--- config.mk ---
export PLATFORM = sky130hd
export DESIGN_NAME = demux32_8_reg_flat
export DESIGN_NICKNAME = d
export VERILOG_FILES = /design/src/rtl/demux_pkg.sv /design/src/rtl/demux32_8_reg_if.sv /design/src/rtl/demux_lane.sv /design/src/rtl/demux32_8_reg.sv /design/src/flat_wrapper.sv
export SDC_FILE = /design/constraint.sdc
export NUM_CORES = 1
export LEC_CHECK = 0
export ABC_CLOCK_PERIOD_IN_PS = 4400
export BUFFER_PORTS_ARGS = -buffer_cell sky130_fd_sc_hd__clkbuf_2
export CAP_MARGIN = 25
export CORE_MARGIN = 5
export CORE_UTILIZATION = 58
export CTS_BUF_LIST = sky130_fd_sc_hd__clkbuf_8
export CTS_CLUSTER_DIAMETER = 120
export CTS_CLUSTER_SIZE = 24
export DETAILED_ROUTE_END_ITERATION = 8
export GPL_ROUTABILITY_DRIVEN = 0
export HOLD_SLACK_MARGIN = 0.12
export PLACE_DENSITY = 0.95
export SLEW_MARGIN = 10
export SYNTH_ARGS = -nofsm -noshare
export SYNTH_HDL_FRONTEND = slang
export SYNTH_HIERARCHICAL = 1
export SYNTH_SLANG_ARGS = --single-unit
--- constraint.sdc ---
create_clock -name clk -period 4.4 [get_ports clk]
set_input_delay 0.44 -clock clk [delete_from_list [all_inputs] [get_ports clk]]
set_output_delay 0.44 -clock clk [all_outputs]
set_load 0.01 [all_outputs]
--- src/rtl/demux_pkg.sv ---
// rtl/demux_pkg.sv - shared lane count, select width and lane index constants
package demux_pkg;
  localparam int LANES = 8;
  localparam int SEL_W = 3;

  // Lane indices match the op encoding used by mux32_8
  localparam logic [SEL_W-1:0] LANE_A = 3'd0;
  localparam logic [SEL_W-1:0] LANE_B = 3'd1;
  localparam logic [SEL_W-1:0] LANE_C = 3'd2;
  localparam logic [SEL_W-1:0] LANE_D = 3'd3;
  localparam logic [SEL_W-1:0] LANE_E = 3'd4;
  localparam logic [SEL_W-1:0] LANE_F = 3'd5;
  localparam logic [SEL_W-1:0] LANE_G = 3'd6;
  localparam logic [SEL_W-1:0] LANE_H = 3'd7;
endpackage

--- src/rtl/demux32_8_reg_if.sv ---
// rtl/demux32_8_reg_if.sv - input handshake and per-lane output bundle
interface demux32_8_reg_if
  import demux_pkg::*;
#(
  parameter int WIDTH = 32
);
  logic [WIDTH-1:0]       in_data;
  logic [SEL_W-1:0]       in_op;
  logic                   in_valid;
  logic                   in_ready;
  logic [LANES*WIDTH-1:0] out_data;
  logic [LANES-1:0]       out_valid;
  logic [LANES-1:0]       out_ack;

  modport master (
    output in_data, in_op, in_valid, out_ack,
    input  in_ready, out_data, out_valid
  );

  modport slave (
    input  in_data, in_op, in_valid, out_ack,
    output in_ready, out_data, out_valid
  );
endinterface

--- src/rtl/demux_lane.sv ---
// rtl/demux_lane.sv - one-word holding register with valid flag and ack drain
module demux_lane #(
  parameter int WIDTH = 32
) (
  input  logic             clk,
  input  logic             rst_n,
  input  logic             load,
  input  logic             ack,
  input  logic [WIDTH-1:0] d,
  output logic [WIDTH-1:0] q,
  output logic             valid,
  output logic             free
);
  // An acked lane can be refilled in the same cycle
  assign free = ~valid | ack;

  always_ff @(posedge clk or negedge rst_n) begin
    if (!rst_n) begin
      q     <= '0;
      valid <= 1'b0;
    end else if (load) begin
      q     <= d;
      valid <= 1'b1;
    end else if (ack) begin
      valid <= 1'b0;
    end
  end
endmodule

--- src/rtl/demux32_8_reg.sv ---
// rtl/demux32_8_reg.sv - registered 1-to-8 word distributor with per-lane ack
module demux32_8_reg
  import demux_pkg::*;
#(
  parameter int WIDTH = 32,
  parameter int CNT_W = 16
) (
  input  logic              clk,
  input  logic              rst_n,
  demux32_8_reg_if.slave    bus,
  output logic [CNT_W-1:0]  accept_cnt,
  output logic              busy
);
  logic [LANES-1:0]       free;
  logic [LANES-1:0]       load;
  logic [LANES-1:0]       valid;
  logic [LANES*WIDTH-1:0] q_all;
  logic                   accept;

  assign bus.in_ready = free[bus.in_op];
  assign accept       = bus.in_valid & bus.in_ready;
  assign load         = accept ? (LANES'(1) << bus.in_op) : '0;

  for (genvar k = 0; k < LANES; k++) begin : g_lane
    demux_lane #(.WIDTH(WIDTH)) u_lane (
      .clk   (clk),
      .rst_n (rst_n),
      .load  (load[k]),
      .ack   (bus.out_ack[k]),
      .d     (bus.in_data),
      .q     (q_all[k*WIDTH +: WIDTH]),
      .valid (valid[k]),
      .free  (free[k])
    );
  end

  assign bus.out_data  = q_all;
  assign bus.out_valid = valid;
  assign busy          = |valid;

  always_ff @(posedge clk or negedge rst_n) begin
    if (!rst_n) begin
      accept_cnt <= '0;
    end else if (accept) begin
      accept_cnt <= accept_cnt + CNT_W'(1);
    end
  end
endmodule
--- src/flat_wrapper.sv ---
// flat-port wrapper written by rule: the top's interface ports become plain ports
module demux32_8_reg_flat import demux_pkg::*;
#(
  parameter int WIDTH = 32,
  parameter int CNT_W = 16
)
  (clk, rst_n, accept_cnt, busy, bus_in_data, bus_in_op, bus_in_valid, bus_out_ack, bus_in_ready, bus_out_data, bus_out_valid);
  demux32_8_reg_if #(.WIDTH(WIDTH)) bus_i ();
  input  logic clk;
  input  logic rst_n;
  output logic [CNT_W-1:0] accept_cnt;
  output logic busy;
  input wire logic [$bits(bus_i.in_data)-1:0] bus_in_data;
  input wire logic [$bits(bus_i.in_op)-1:0] bus_in_op;
  input wire logic [$bits(bus_i.in_valid)-1:0] bus_in_valid;
  input wire logic [$bits(bus_i.out_ack)-1:0] bus_out_ack;
  output wire logic [$bits(bus_i.in_ready)-1:0] bus_in_ready;
  output wire logic [$bits(bus_i.out_data)-1:0] bus_out_data;
  output wire logic [$bits(bus_i.out_valid)-1:0] bus_out_valid;
  assign bus_i.in_data = bus_in_data;
  assign bus_i.in_op = bus_in_op;
  assign bus_i.in_valid = bus_in_valid;
  assign bus_i.out_ack = bus_out_ack;
  assign bus_in_ready = bus_i.in_ready;
  assign bus_out_data = bus_i.out_data;
  assign bus_out_valid = bus_i.out_valid;
  demux32_8_reg #(.WIDTH(WIDTH), .CNT_W(CNT_W)) u_core (.clk(clk), .rst_n(rst_n), .bus(bus_i), .accept_cnt(accept_cnt), .busy(busy));
endmodule
==> results of run 1 <==
## cell families after synthesis
kind of cell	share of synthesized area (%)
XOR/XNOR	1.10
AND/OR/NAND/NOR	2.93
AO/OA/AOI/OAI	0.419
adder cells (fa/ha/maj)	0.105
multiplexers	31.8
buffers and inverters	4.97
flip-flops	58.7
## Yosys cell counts
cell,count
sky130_fd_sc_hd__buf_4,1
sky130_fd_sc_hd__nor4_1,4
sky130_fd_sc_hd__mux2i_1,3
sky130_fd_sc_hd__a2111oi_2,1
sky130_fd_sc_hd__dfrtp_1,280
sky130_fd_sc_hd__nor2_1,4
sky130_fd_sc_hd__and2_1,1
sky130_fd_sc_hd__xnor2_1,13
sky130_fd_sc_hd__nor2b_1,4
sky130_fd_sc_hd__nand4_1,6
sky130_fd_sc_hd__buf_12,24
sky130_fd_sc_hd__ha_1,1
sky130_fd_sc_hd__nand2b_1,16
sky130_fd_sc_hd__and2_4,1
sky130_fd_sc_hd__nand2_1,7
sky130_fd_sc_hd__mux2_1,1
sky130_fd_sc_hd__inv_1,1
sky130_fd_sc_hd__mux2_2,24
sky130_fd_sc_hd__buf_6,9
sky130_fd_sc_hd__a311oi_4,1
sky130_fd_sc_hd__nand3_1,7
sky130_fd_sc_hd__xor2_1,2
sky130_fd_sc_hd__nor3_1,2
sky130_fd_sc_hd__and3_1,7
sky130_fd_sc_hd__mux2_4,232
sky130_fd_sc_hd__a22o_1,1
sky130_fd_sc_hd__and4_1,2
## path summary, 6_finish.rpt
path | end | slack [ps] | start | depth (start not counted)
setup / recovery | u_core/g_lane[3].u_lane/q[31]$_DFFE_PN0P_ | 1460 | u_core/g_lane[4].u_lane/valid$_DFFE_PN0P_ | 9
hold reg to reg | u_core/accept_cnt[15]$_DFFE_PN0P_ | 490 | u_core/accept_cnt[15]$_DFFE_PN0P_ | 1
max in group asynchronous | u_core/g_lane[2].u_lane/q[12]$_DFFE_PN0P_ | 2780 | rst_n | 3
setup reg to reg | u_core/g_lane[3].u_lane/q[31]$_DFFE_PN0P_ | 1460 | u_core/g_lane[4].u_lane/valid$_DFFE_PN0P_ | 9
min in group asynchronous | u_core/g_lane[7].u_lane/q[28]$_DFFE_PN0P_ | 530 | rst_n | 2
hold / removal | u_core/g_lane[6].u_lane/valid$_DFFE_PN0P_ | 190 | bus_out_ack[6] | 3
## critical path, stage by stage (launching register included)
cell and delay [ps]:
sky130_fd_sc_hd__dfrtp_1 440, sky130_fd_sc_hd__nand2b_1 110, sky130_fd_sc_hd__mux2i_1 80, sky130_fd_sc_hd__a22o_1 260
sky130_fd_sc_hd__a311oi_4 190, sky130_fd_sc_hd__buf_4 240, sky130_fd_sc_hd__and2_4 190, sky130_fd_sc_hd__and3_2 650
sky130_fd_sc_hd__buf_4 360, sky130_fd_sc_hd__mux2_4 320
## registers in the layout (all words and copies together), names as in the netlist
signal,flops
u_core/accept_cnt,16
u_core/g_lane.u_lane/q,256
u_core/g_lane.u_lane/valid,8
## layer usage
metal / global-route usage (%) / wire length [um] / part of all wire (%)
met4: 7.53 / 836 / 2.9
met1: 30.7 / 11500 / 40
met5: 0 / 0 / 0
met2: 41.8 / 14400 / 50
met3: 5.65 / 2160 / 7.5
## cell usage in the layout (no fill, tap or decap), types with 2 or more instances in the layout
cell type | Yosys | final
sky130_fd_sc_hd__buf_4 | 1 | 12
sky130_fd_sc_hd__mux2_4 | 232 | 232
sky130_fd_sc_hd__nand2_1 | 7 | 7
sky130_fd_sc_hd__clkbuf_8 | 0 | 15
sky130_fd_sc_hd__xnor2_1 | 13 | 13
sky130_fd_sc_hd__nand3_1 | 7 | 7
sky130_fd_sc_hd__nor4_1 | 4 | 2
sky130_fd_sc_hd__mux2i_1 | 3 | 3
sky130_fd_sc_hd__dfrtp_1 | 280 | 280
sky130_fd_sc_hd__nor4_2 | 0 | 2
sky130_fd_sc_hd__nor2b_1 | 4 | 4
sky130_fd_sc_hd__nor3_2 | 0 | 2
sky130_fd_sc_hd__nor2_1 | 4 | 4
sky130_fd_sc_hd__clkbuf_2 | 0 | 326
sky130_fd_sc_hd__and4_1 | 2 | 2
sky130_fd_sc_hd__mux2_2 | 24 | 24
sky130_fd_sc_hd__nand2b_1 | 16 | 16
sky130_fd_sc_hd__and3_2 | 0 | 4
sky130_fd_sc_hd__and3_1 | 7 | 3
sky130_fd_sc_hd__buf_12 | 24 | 4
sky130_fd_sc_hd__xor2_1 | 2 | 2
sky130_fd_sc_hd__nand4_1 | 6 | 6
## stage by stage
step	instances	util [%]	total power, W	setup slack, ps
global route	1251	68.0	0.00710	1290
finish	1251	68.0	0.00676	1460
global placement	1234	66.9	0.00565	1290
floorplan	655	-	0.00476	1950
detailed placement	1234	66.9	0.00578	1240
CTS	1251	68.0	0.00683	1440
## area by class of cell
cell class                      count  area [um2]  area share, %
Clock buffer                       15         206           1.50
Clock inverter                      1        8.76         0.0637
Inverter                            1        3.75         0.0273
Multi-Input combinational cell    340        4370           31.7
Tap cell                          270         338           2.46
Timing Repair Buffer              344        1830           13.3
Sequential cell                   280        7010           50.9
## timing repair
item,4_1_cts,5_1_grt
gates resized for setup,0,0
hold buffers,1,0
endpoints found under the hold margin,101,0
## power breakdown
part	total (W)	leakage, nW	switching (W)	internal [W]
clock	0.00104	0.112	0.000725	0.000319
sequential	0.00360	3.40	0.000427	0.00317
combinational	0.00212	3.40	0.000951	0.00117
==> results.txt, run 1 <==
- Post-Syn Nets: 702
- Unrepaired setup endpoints after global routing: false
- Combined area of all synthesized cells: 11900 um2
- Entering global routing, the biggest net connects 105 pins.
- The hold violation total from the final report was 0.
* Arrival time reported for the critical path endpoint: 3360 ps
- The count of nets left with antenna violations once routing finished came out at 0.
- The detailed router finished its first iteration with 289 violations.
- Run status: complete, no violations
* Fill cell count: 1340
- The first detailed-routing pass took 4 iterations.
- At the worst endpoint, the required time is 4820 ps.
* Initial antenna violation count: 0
- Via count of the first global-routing pass: 7588
- Dividing the detail-routed wire length by the instance count gives ~23 um.
* Layout-stage area growth over the synthesis result: 15.2%
- Final Hold Slack: 188 ps
- Count of state elements after synthesis: 280
* Root buf cell: sky130_fd_sc_hd__clkbuf_8
- The tool flagged a number of max-cap violations equal to 0.
- Hold/Removal Path Class: in2reg
- The clock arrives with 21.0 ps of skew.
- Crit start category: register
- Buffers inserted during clock tree synthesis total 15.
- Critical Path End Type: register
- between 300 and 400 I/O pins were placed.
- The final layout contains 1029 nets.
- Total DRC errors in the routed layout: 0
- Warnings from Yosys: 6
- Cell area after placement: around 14000 um2
- Floorplan Core Area: 20200 um2
* Least-Margin Pin Slew: roughly 780 ps
- Count of vias placed by the detailed router: 6793
* Post-detailed-placement half-perimeter wirelength: 21000 um
* Setup Crit Path Kind: reg2reg
* Distinct cell type count after synthesis: 27
* Global-route wire length before repair: 45600 um
- In the synthesized netlist, the number of instances is 655.
- Synthesized area divided by synthesized cell count: 18.2 um2
- For this block, the routed nets add up to roughly 29000 um of wire.
- Number of placement rows: 52
- Measured along the x axis, the die boundary spans 153 um.
- Summed over all failing endpoints, the final setup total negative slack is 0 ps.
* Achievable frequency: approximately 340 MHz
- Worst voltage drop across the vdd grid: 0.351 mV
- The total count of max-transition violations in the final report is 0.
- Min Tclk post-route: 2940 ps
- Count of buffers from port buffering: 327
* Yosys top cell area share: between 50% and 60%
- Clock input transition at the sequential cells of the worst setup and hold paths: 130 ps
- Buffer levels on the longest clock path: 3
* Die Area: 23600 um2
- Global routing used 24.3% of the available tracks across all layers.
- The total overflow left after global routing is 0.
- Setup Fix Bufs, Post-CTS: 0
* Cell area after layout: 13800 um2
* Clock sink count: between 200 and 300
- Top cell type by total area after synthesis: sky130_fd_sc_hd__dfrtp_1
- The post-route netlist has 63.8% of its cells at a drive strength greater than 1.
- The analysis attributes to cell leakage a power of 6.91 nW.
* Clock latency on the worst-skew pair: 510 ps
- CTS tree: yes
- Share of the clock period used by the worst path after layout: 66.9%
* Die height: around 150 um
- Max_slew headroom: 48.0%
* Fraction of the yosys area taken by sequential cells: 58.7%
- Cell types occupying the most area after synthesis: sky130_fd_sc_hd__dfrtp_1 59%, sky130_fd_sc_hd__mux2_4 29%, sky130_fd_sc_hd__buf_12 4.0%, sky130_fd_sc_hd__mux2_2 2.3%, sky130_fd_sc_hd__xnor2_1 0.95%
* Power per unit of standard cell area: between 400 and 500 nW/um2
- Setup violations remaining at the end of the flow were counted as 0.
- The repair_antennas step left the layout with diodes totalling 0.
- Drt via density: 5.43
- Initial Util: 59.0%
- CTS built an H-tree with a depth of 1.
- In this run the worst path has a maximum fanout of 20.
Power figures use the tool's default switching activity.
==> run 2, diff against run 1 <==
--- a/config.mk
+++ b/config.mk
@@ -5,18 +5,19 @@
 export SDC_FILE = /design/constraint.sdc
 export NUM_CORES = 1
 export LEC_CHECK = 0
-export ABC_CLOCK_PERIOD_IN_PS = 4400
+export ABC_AREA = 1
+export ABC_CLOCK_PERIOD_IN_PS = 2980
 export BUFFER_PORTS_ARGS = -buffer_cell sky130_fd_sc_hd__clkbuf_2
 export CAP_MARGIN = 25
 export CORE_MARGIN = 5
-export CORE_UTILIZATION = 58
+export CORE_UTILIZATION = 54
 export CTS_BUF_LIST = sky130_fd_sc_hd__clkbuf_8
 export CTS_CLUSTER_DIAMETER = 120
 export CTS_CLUSTER_SIZE = 24
 export DETAILED_ROUTE_END_ITERATION = 8
 export GPL_ROUTABILITY_DRIVEN = 0
 export HOLD_SLACK_MARGIN = 0.12
-export PLACE_DENSITY = 0.95
+export PLACE_DENSITY = 0.91
 export SLEW_MARGIN = 10
 export SYNTH_ARGS = -nofsm -noshare
 export SYNTH_HDL_FRONTEND = slang
==> constraint.sdc (replaced) <==
create_clock -name clk -period 2.98 [get_ports clk]
set_input_delay 0.298 -clock clk [delete_from_list [all_inputs] [get_ports clk]]
set_output_delay 0.298 -clock clk [all_outputs]
set_load 0.01 [all_outputs]
==> results.txt, run 2 <==
* Final ANT Viol Nets: 0
- Counting flops with a built-in enable in the synthesized netlist gives 0.
- Fraction of the yosys area taken by sequential cells: a little under 60%
* Count of state elements after synthesis: 280
- The floorplan step defined a core boundary enclosing 21600 um2.
- The via count of the first global-routing pass was 10100.
- Measured in cells, the most critical reg-to-reg path has a length of 12.
* Count of vias placed by the detailed router: 10000
- The largest registers in the layout are u_core/g_lane.u_lane/q (256), u_core/accept_cnt (16), u_core/g_lane.u_lane/valid (8).
- Least-Margin Pin Slew: 667 ps
- Power spread over the standard cell area amounts to between 600 and 700 nW/um2.
* Maximum number of pins on one net before global-route repair: 85
- After synthesis, the largest area contributor takes up 59.7% of total cell area.
- The critical path starts at bus_out_ack[4].
* Top cell type by total area after synthesis: sky130_fd_sc_hd__dfrtp_1
- CTS tree: yes
* Slack of the worst reg-to-reg path: roughly 440 ps
- Clock power frac: between 10% and 20%
* List of most frequent post-synthesis cells: 784 x sky130_fd_sc_hd__nand2_1, 280 x sky130_fd_sc_hd__dfrtp_1, 78 x sky130_fd_sc_hd__nand2_2, 26 x sky130_fd_sc_hd__buf_6, 24 x sky130_fd_sc_hd__clkbuf_8
- The worst path needs approximately 2500 ps of the cycle, external delays included.
- The wire-length estimate of the detail-placed layout is roughly 24000 um.
- Ranked by flip-flop count, first place goes to u_core/g_lane.u_lane/q.
- At the worst endpoint, the required time is 3450 ps.
- For this run, the detailed router's first-pass iteration total came to 5.
- Die height: approximately 160 um
- Initial antenna violation count: 0
- After detailed routing, the number of vias per cell comes to 5.25.
- Synthesized area divided by synthesized cell count: just over 9 um2
* Worst voltage drop across the vdd grid: 0.449 mV
- In this run the tightest slew margin relative to its limit is 55.5%.
- For this run, design rule violations remaining after detail routing come to 0.
- At the worst endpoint, the arrival time is approximately 3000 ps.
* Total number of nets in the final design: 1676
- Run status: complete, no violations
- Leaving out fill and tap cells, the most frequent cell in the layout is sky130_fd_sc_hd__nand2_1.
* Share of the clock period used by the worst path after layout: 85.4%
* Clock sink count: 280
- The min-delay analysis places its worst path in the category in2reg.
- Counting every instance in the synthesized netlist gives 1289.
- Reported net switching power: 0.00319 W
* Warnings from Yosys: 6
- Combinational share of power: 26.9%
- In this run the number of H-tree levels came out at 1.
* Setup Fix Bufs, Post-CTS: 0
- The detailed router finished its first iteration with 759 violations.
- From synthesis to final layout, the design area changed by 17.6%.
- The first global-routing pass estimated approximately 54000 um of wire.
* Count of buffers from port buffering: 327
* Count of antenna diodes in the layout: 0
* Final Power: 0.00923 W
* Combined area of all synthesized cells: 11700 um2
- Number of flip-flops in the largest register: approximately 260
* Post-Syn Nets: 1336
- Switching share of power: 34.6%
- WL/cell: 18.1 um
- The die covers approximately 25000 um2.
- Achievable frequency: 393 MHz
- Final Non-Filler Cells: between 1500 and 2000
- On the final layout, the worst clock skew is 22.7 ps.
- Yosys mapped the design onto 22 distinct sky130hd cell types.
- Total internal power: about 0.0060 W
* Cell leakage power: 7.99 nW
- From left edge to right edge, the die measures 157 um.
- Clock input transition at the sequential cells of the worst setup and hold paths: between 100 and 150 ps
- STA classifies the critical path endpoint as a register.
* Number of buffers added by the clock tree synthesis step: 15
- Tot GR Track Use: 27.6%
* Maximum fanout encountered on the critical timing path: 30
- In the post-synthesis netlist, the biggest area contributors are sky130_fd_sc_hd__dfrtp_1 60%, sky130_fd_sc_hd__nand2_1 25%, sky130_fd_sc_hd__nand2_2 4.2%, sky130_fd_sc_hd__clkbuf_8 2.8%, sky130_fd_sc_hd__buf_6 2.5%.
* Clock latency on the worst-skew pair: 530 ps
- Sequential power share: a little under three fifths
- The worst setup path is launched from a primary input.
- Leading register cell type out of synthesis: sky130_fd_sc_hd__dfrtp_1
* Final Hold Fails: 0
- The cell sitting at the root of the clock tree is a sky130_fd_sc_hd__clkbuf_8.
* Capture instance of the worst register-to-register path: u_core/g_lane[4].u_lane/q[14]$_DFFE_PN0P_
- Once the floorplan was initialized, standard cells occupied 54.3% of the core.
- By instance count, the leading cell after synthesis is sky130_fd_sc_hd__nand2_1.
* Total setup violations reported at the end of the flow: 0
* Grt ovf: 0
* Ratio of cells with drive above 1 in the final layout: between 20 and 30%
- Placed instance count: approximately 1900
* Number of max-slew violations in the final report: 0
- Count of pins on the block boundary: 328
- The critical path is of the in2reg type.
- Max-cap violations in this run came to 0.
- In the final timing run, aggregate negative setup slack is 0 ps.
* Most frequent cells in the layout: 784 x sky130_fd_sc_hd__nand2_1, 326 x sky130_fd_sc_hd__clkbuf_2, 280 x sky130_fd_sc_hd__dfrtp_1
- Unrepaired setup endpoints after global routing: false
* Capture point of the worst path: u_core/g_lane[4].u_lane/q[14]$_DFFE_PN0P_
- The worst register-to-register path begins at u_core/g_lane[1].u_lane/valid$_DFFE_PN0P_.
- After floorplanning, the core was divided into between 50 and 60 placement rows.
- The clock passes through at most 3 buffers.
* Routed WL: 34500 um
- Counting flops with an async set or reset pin after synthesis yields a share of between 90% and 100%.
## run 2: changes by cell type after synthesis, moves of 8 or more
cell | previous run | this run
sky130_fd_sc_hd__mux2_2 | 24 | 0
sky130_fd_sc_hd__mux2_4 | 232 | 0
sky130_fd_sc_hd__xnor2_1 | 13 | 2
sky130_fd_sc_hd__nor2_1 | 4 | 21
sky130_fd_sc_hd__buf_6 | 9 | 26
sky130_fd_sc_hd__nand2b_1 | 16 | 0
sky130_fd_sc_hd__inv_8 | 0 | 8
sky130_fd_sc_hd__inv_1 | 1 | 14
sky130_fd_sc_hd__buf_12 | 24 | 8
sky130_fd_sc_hd__nand3_1 | 7 | 20
sky130_fd_sc_hd__nand3b_1 | 0 | 8
sky130_fd_sc_hd__nand2_1 | 7 | 784
sky130_fd_sc_hd__clkbuf_8 | 0 | 24
sky130_fd_sc_hd__nand2_2 | 0 | 78
## run 2: routing by layer
metal	part of all wire, %	track usage (%)
met1	38	34.6
met2	49	46.7
met3	9.6	5.99
met4	4.1	11.7
met5	0	0
## run 2: worst max-delay path, stage by stage
cell and delay [ps]:
sky130_fd_sc_hd__dlygate4sd3_1 530, sky130_fd_sc_hd__clkbuf_2 110, sky130_fd_sc_hd__inv_1 50, sky130_fd_sc_hd__nand2_1 100, sky130_fd_sc_hd__nand2_1 80, sky130_fd_sc_hd__nand2_1 80
sky130_fd_sc_hd__nand2_2 50, sky130_fd_sc_hd__nand2_1 70, sky130_fd_sc_hd__nand2_2 60, sky130_fd_sc_hd__nand2_4 230, sky130_fd_sc_hd__nand3_1 370, sky130_fd_sc_hd__nor2_4 330
sky130_fd_sc_hd__buf_4 430, sky130_fd_sc_hd__nand2_1 100, sky130_fd_sc_hd__nand2_1 90
## run 2: worst min path at each step
stage                               from                                        to  slack, ps  cells past startpoint
final                     bus_in_data[4]  u_core/g_lane[0].u_lane/q[4]$_DFFE_PN0P_        150                      3
after detailed placement           rst_n         u_core/accept_cnt[15]$_DFFE_PN0P_        350                      1
after floorplan                    rst_n          u_core/accept_cnt[0]$_DFFE_PN0P_          2                      0
after global placement             rst_n         u_core/accept_cnt[15]$_DFFE_PN0P_        340                      1
after CTS                 bus_in_data[4]  u_core/g_lane[1].u_lane/q[4]$_DFFE_PN0P_        120                      3
after global routing      bus_in_data[4]  u_core/g_lane[7].u_lane/q[4]$_DFFE_PN0P_        140                      3
## run 2: what timing repair did
action	CTS	global route
hold buffers	40	0
resized for setup	0	0
endpoints found under the hold margin	272	0
## run 2: layout make-up
cell class / instances / area, um2
Clock buffer: 15 / 206
Clock inverter: 1 / 8.76
Fill cell: 1740 / 7820
Inverter: 23 / 146
Multi-Input combinational cell: 927 / 3860
Sequential cell: 280 / 7010
Tap cell: 280 / 350
Timing Repair Buffer: 382 / 2220
## run 2: power groups by stage
stage	Sequential, W	Clock, W	Combinational, W
after floorplan	0.00553	0	0.000785
after global placement	0.00518	0	0.00235
after detailed placement	0.00521	0	0.00245
after CTS	0.00514	0.00163	0.00249
after global routing	0.00525	0.00178	0.00274
final	0.00515	0.00159	0.00248
## run 2: logic make-up after synthesis
logic type    after synthesis  synth area share, %
buf+inv                    82                 7.95
xor+xnor                    5                0.373
simple gates              921                 31.9
fa+ha+maj                   1                0.107
flops                     280                 59.7
## run 2: through the flow
step | setup slack [ps] | hold WS [ps] | instance area (um2) | util (%)
2_1_floorplan | 1340 | 2.41 | 11700 | -
3_5_place_dp | 492 | 351 | 13200 | 61.0
3_3_place_gp | 587 | 343 | 13200 | 61.0
5_1_grt | 251 | 138 | 13800 | 63.8
6_report | 436 | 155 | 13800 | 63.8
4_1_cts | 517 | 123 | 13800 | 63.8
